===== config.mk =====
export PLATFORM = sky130hd
export DESIGN_NAME = pc_sequencer
export DESIGN_NICKNAME = d
export VERILOG_FILES = /design/src/rtl/pc_sequencer.sv
export SDC_FILE = /design/constraint.sdc
export NUM_CORES = 1
export LEC_CHECK = 0
export ABC_AREA = 0
export CORE_AREA = 3 3 136 138
export CTS_BUF_LIST = sky130_fd_sc_hd__clkbuf_16
export DETAILED_ROUTE_END_ITERATION = 6
export DIE_AREA = 0 0 139 141
export HOLD_SLACK_MARGIN = 0.06
export MAX_ROUTING_LAYER = met4
export PLACE_DENSITY = 0.66
export SYNTH_ARGS = -nofsm -noshare
export SYNTH_HDL_FRONTEND = slang
export SYNTH_SLANG_ARGS = --single-unit

===== constraint.sdc =====
create_clock -name CLK -period 4.6 [get_ports CLK]
set_clock_uncertainty 0.1 [all_clocks]
set_input_delay 0.69 -clock CLK [delete_from_list [all_inputs] [get_ports CLK]]
set_output_delay 0.69 -clock CLK [all_outputs]
set_load 0.005 [all_outputs]

===== src/rtl/pc_sequencer.sv =====
// rtl/pc_sequencer.sv - program sequencer with branch LUT, return stack, run-state FSM and counters
module pc_sequencer #(
   parameter int PC_W    = 10,
   parameter int LUT_AW  = 3,
   parameter int STACK_D = 4,
   parameter int CNT_W   = 16,
   localparam int SP_W   = $clog2(STACK_D + 1)
) (
   input  logic              CLK,
   input  logic              reset_n,
   input  logic              start,
   input  logic              stall,
   input  logic [2:0]        op_kind,
   input  logic              equal,
   input  logic [LUT_AW-1:0] target_idx,
   input  logic              lut_we,
   input  logic [LUT_AW-1:0] lut_waddr,
   input  logic [PC_W-1:0]   lut_wdata,
   output logic [PC_W-1:0]   PC,
   output logic              halt,
   output logic              fault,
   output logic [SP_W-1:0]   sp,
   output logic [CNT_W-1:0]  cycle_ct,
   output logic [CNT_W-1:0]  instr_ct
);

   localparam int IDX_W = (STACK_D > 1) ? $clog2(STACK_D) : 1;

   localparam logic [2:0] OP_JUMP = 3'd1;
   localparam logic [2:0] OP_BEQ  = 3'd2;
   localparam logic [2:0] OP_BNE  = 3'd3;
   localparam logic [2:0] OP_CALL = 3'd4;
   localparam logic [2:0] OP_RET  = 3'd5;
   localparam logic [2:0] OP_HALT = 3'd6;

   typedef enum logic [1:0] {ST_IDLE, ST_RUN, ST_HALTED, ST_FAULT} state_t;

   state_t state, state_nx;

   logic [PC_W-1:0]  lut   [2**LUT_AW];
   logic [PC_W-1:0]  stack [2**IDX_W];
   logic             lut_clr;
   logic [PC_W-1:0]  lut_tgt;
   logic [PC_W-1:0]  pc_inc;
   logic [IDX_W-1:0] push_idx;
   logic [IDX_W-1:0] top_idx;
   logic [PC_W-1:0]  pc_nx;
   logic [SP_W-1:0]  sp_nx;
   logic [CNT_W-1:0] cycle_nx;
   logic [CNT_W-1:0] instr_nx;
   logic             push;

   function automatic logic [CNT_W-1:0] sat_inc(input logic [CNT_W-1:0] v);
      return (&v) ? v : v + CNT_W'(1);
   endfunction

   assign lut_tgt  = lut[target_idx];
   assign pc_inc   = PC + PC_W'(1);
   assign push_idx = sp[IDX_W-1:0];
   assign top_idx  = push_idx - IDX_W'(1);
   assign halt     = (state != ST_RUN);
   assign fault    = (state == ST_FAULT);

   always_comb begin
      state_nx = state;
      pc_nx    = PC;
      sp_nx    = sp;
      cycle_nx = cycle_ct;
      instr_nx = instr_ct;
      push     = 1'b0;
      if (start) begin
         state_nx = ST_RUN;
         pc_nx    = '0;
         sp_nx    = '0;
         cycle_nx = '0;
         instr_nx = '0;
      end else if (state == ST_RUN) begin
         cycle_nx = sat_inc(cycle_ct);
         if (!stall) begin
            instr_nx = sat_inc(instr_ct);
            case (op_kind)
               OP_JUMP: pc_nx = lut_tgt;
               OP_BEQ:  pc_nx = equal ? lut_tgt : pc_inc;
               OP_BNE:  pc_nx = equal ? pc_inc : lut_tgt;
               OP_CALL: begin
                  if (sp == SP_W'(STACK_D)) begin
                     state_nx = ST_FAULT;
                  end else begin
                     push  = 1'b1;
                     sp_nx = sp + SP_W'(1);
                     pc_nx = lut_tgt;
                  end
               end
               OP_RET: begin
                  if (sp == '0) begin
                     state_nx = ST_FAULT;
                  end else begin
                     sp_nx = sp - SP_W'(1);
                     pc_nx = stack[top_idx];
                  end
               end
               OP_HALT: state_nx = ST_HALTED;
               default: pc_nx = pc_inc;
            endcase
         end
      end
   end

   always_ff @(posedge CLK or negedge reset_n) begin
      if (!reset_n) begin
         state    <= ST_IDLE;
         PC       <= '0;
         sp       <= '0;
         cycle_ct <= '0;
         instr_ct <= '0;
      end else begin
         state    <= state_nx;
         PC       <= pc_nx;
         sp       <= sp_nx;
         cycle_ct <= cycle_nx;
         instr_ct <= instr_nx;
      end
   end

   always_ff @(posedge CLK) begin
      if (push) stack[push_idx] <= pc_inc;
   end

   // Registered clear request keeps the LUT itself free of reset while still
   // zeroing it on clock edges seen during (and just after) reset.
   always_ff @(posedge CLK or negedge reset_n) begin
      if (!reset_n) lut_clr <= 1'b1;
      else          lut_clr <= 1'b0;
   end

   always_ff @(posedge CLK) begin
      if (lut_clr) begin
         for (int i = 0; i < 2**LUT_AW; i++) lut[i] <= '0;
      end else if (lut_we && (state == ST_IDLE || state == ST_HALTED)) begin
         lut[lut_waddr] <= lut_wdata;
      end
   end

endmodule


==> flow_metrics.tcl <==
set metrics [dict create \
    worstReg2RegStart "sp[0]" \
    ios 72 \
    die_y_microns 141 \
    slowest_delay_ns 0.94 \
    dieArea_sq_mm 0.01960 \
    holdWs_ns 0.2597 \
    ctsHoldBuffers 0 \
    hold_violations 0 \
    avgSynthCellArea_sq_um 13.06 \
    cp.arrival_ns 3.11 \
    relSlewSlack_pct 34.28 \
    fin_cells 928 \
    path_max_fanout 16 \
    power_density_mw_per_mm2 358.3 \
    fp.dieW_microns 139 \
    synth_top_area_share_pct 44.50 \
    tightest_slew_ns 0.9767 \
    synth-edff-count 120 \
    yosysTopAreaCell "edfxtp_1" \
    path_cells "inv_1 > ha_1 > a21o_1 > nor4_1 > and2_1" \
    n_fill_cell 1416 \
    postLayoutSetupSlackWorst_ns 1.454 \
    startpoint "sp[0]" \
    cts_buffer_depth 2 \
    worstSetupPathType "reg -> reg" \
    drtAntennaViolNets 0 \
    final_area_sq_mm 0.009623 \
    wl_microns 18430 \
    peakVddDrop_uv 280.1 \
    clock.fmax_mhz 317.9 \
    slew_viol_final 0 \
    yosysWarnings 0 \
    rsz0062_at_grt "no" \
    gr-usage-all-layers_pct 19.97 \
    syn_inst 620 \
    status "complete, no violations" \
    grt_pass1_wl_microns 29540 \
    synth-seq-area-share_pct 59.35 \
    fin_crit_ns 3.146 \
    dr.pass1.iters 5 \
    grt_antenna_before_repair 0 \
    grt_max_degree 49 \
    worst_path_max_delay_cell "dfrtp_1" \
    drc 0 \
    insertion_delay_ns 0.43 \
    cts_inserted_buffers 17 \
    ys_ff_latch 168 \
    max_cap_viol_count 0 \
    vias 5305 \
    place_congestion 0.8554 \
    drive_gt1_share_pct 11.10 \
    cts_resized 0 \
    port_buffers 71 \
    finalSetupViolations 0 \
    start_util_pct 46.82 \
    clock_sinks 168 \
    drtIter0Drc 564 \
    dp_slack_ns 1.213 \
    period_share_pct 68.39 \
    antenna_cells 0 \
    area_growth_pct 18.83 \
    hpwlAfterDp_microns 12970 \
    place_area_sq_mm 0.009011 \
    htree_num_levels 4 \
    cp.required_ns 4.56 \
    setup-tns-final_ns 0 \
    worst_setup_path_end_kind "register" \
    netlist_area_sq_mm 0.008098 \
    async_flop_share_pct 28.57 \
    grt-ovfl-total 0 \
    dpl.cell_count 896 \
    synth_cell_types 65 \
    synthTopCellsByArea "edfxtp_1 (44%), dfrtp_1 (15%), and2_1 (6.9%)" \
    root_buffer "clkbuf_16" \
    core_area_sq_mm 0.01730 \
    clk_pin_slew_ns 0.06 \
    viasPerCell 5.717 \
    cts_setup_buffers 0 \
    synth_flop_cell "edfxtp_1" \
    startpoint_type "register" \
    leakage_nw 3.595 \
    rows 48 \
    cts_tree "done" \
    synth_nets 653 \
    hold_class "in -> async" \
    grt_pass1_vias 5268 \
    final_nets 723 \
    wl_per_cell_microns 19.86 \
]
## layer usage
metal	GRT usage, %	up-vias	part of all wire [%]
li1	-	2454	-
met1	26.17	2648	44
met2	31.40	169	49
met3	4.037	34	5.3
met4	6.952	0	2.3
met5	-	-	0
## worst paths after layout
check / slack, ns / to / cells after the start
worst max-delay path: 1.45 / stack[1][4] / 5
worst min-delay path: 0.26 / cycle_ct[14] / 2
worst max register to register: 1.45 / stack[1][4] / 5
worst min register to register: 0.46 / instr_ct[1] / 1
max in group asynchronous: 3.70 / instr_ct[3] / 2
min in group CLK: 0.46 / instr_ct[1] / 1
## final cells by class
class | count | area, sq um | share of cell area, %
Clock inverter | 15 | 186.4 | 1.937
Timing Repair Buffer | 80 | 773.2 | 8.035
Tap cell | 225 | 281.5 | 2.925
Sequential cell | 168 | 4806 | 49.94
Inverter | 8 | 30.03 | 0.3121
Multi-Input combinational cell | 415 | 3120 | 32.43
Clock buffer | 17 | 425.4 | 4.421
## placed cells by master, fill, tap and decap left out, types with 3 or more instances in the layout
master / instances
nor2_1: 47
inv_1: 9
and3_1: 9
dfrtp_1: 47
a211oi_1: 4
a22o_1: 3
mux4_2: 21
a21o_1: 4
and2_1: 89
nand2b_1: 6
mux2i_1: 23
and4_1: 6
a21oi_1: 19
ha_1: 7
nor4_1: 3
or3_1: 3
nor3b_1: 3
nand4_1: 9
nor3_1: 15
nand2_1: 16
nand3_1: 15
edfxtp_1: 120
o211ai_1: 3
nor2b_1: 3
clkbuf_16: 17
clkdlybuf4s50_1: 70
inv_6: 7
clkinvlp_4: 3
buf_4: 9
xor2_1: 9
or2_2: 8
o21ai_0: 13
bufinv_16: 3
a22oi_1: 12
xnor2_1: 27
## cells by family (layout without fill, tap and decap cells)
| group | Yosys count | in the layout | synth area share (%) |
|---|---|---|---|
| simple gates | 245 | 245 | 17.21 |
| flops | 168 | 168 | 59.35 |
| compound gates | 80 | 80 | 7.232 |
| mux | 45 | 45 | 8.823 |
| buf+inv | 37 | 120 | 2.117 |
| xor+xnor | 36 | 36 | 3.894 |
| fa+ha+maj | 8 | 8 | 1.329 |
| other cells | 1 | 1 | 0.04631 |
## Yosys cell counts, types with 3 or more instances
master / number
and4_1: 6
nand4_1: 9
inv_1: 8
or2_2: 8
mux4_2: 21
nand2_1: 16
xnor2_1: 27
nand2b_1: 6
and2_1: 89
nand3_1: 15
a211oi_1: 4
nor2_1: 47
nor3b_1: 3
o211ai_1: 3
nor4_1: 3
ha_1: 7
nor2b_1: 3
a21o_1: 4
nor3_1: 15
a22oi_1: 12
o21ai_0: 13
and3_1: 9
clkbuf_1: 15
mux2i_1: 23
or3_1: 3
buf_2: 10
a22o_1: 3
a21oi_1: 19
edfxtp_1: 120
xor2_1: 9
dfrtp_1: 47
## sequential cells by signal, indices dropped and copies added (netlist names)
name and cells:
lut 80, state 2, sp 3, cycle_ct 16, lut_clr 1, stack 40, PC 10, instr_ct 16
## stage by stage
stage          utilization [%]  power, mW
2_1_floorplan                -      1.874
3_3_place_gp             52.10      1.990
3_5_place_dp             52.10      1.999
4_1_cts                  55.64      3.470
5_1_grt                  55.64      3.562
6_report                 55.64      3.448
## power by group
part | internal, mW | switching (mW) | total, mW
Combinational | 0.118 | 0.146 | 0.264
Sequential | 1.67 | 0.0356 | 1.70
Clock | 0.865 | 0.617 | 1.48
## worst max-delay path: cells and delay by family, from the launching register on
family	cells	cell delay, ns
flops	1	0.94
compound gates	1	0.25
fa+ha+maj	1	0.32
buf+inv	1	0.16
simple gates	2	1.01
Note: power is estimated with default switching activity, not from simulation.
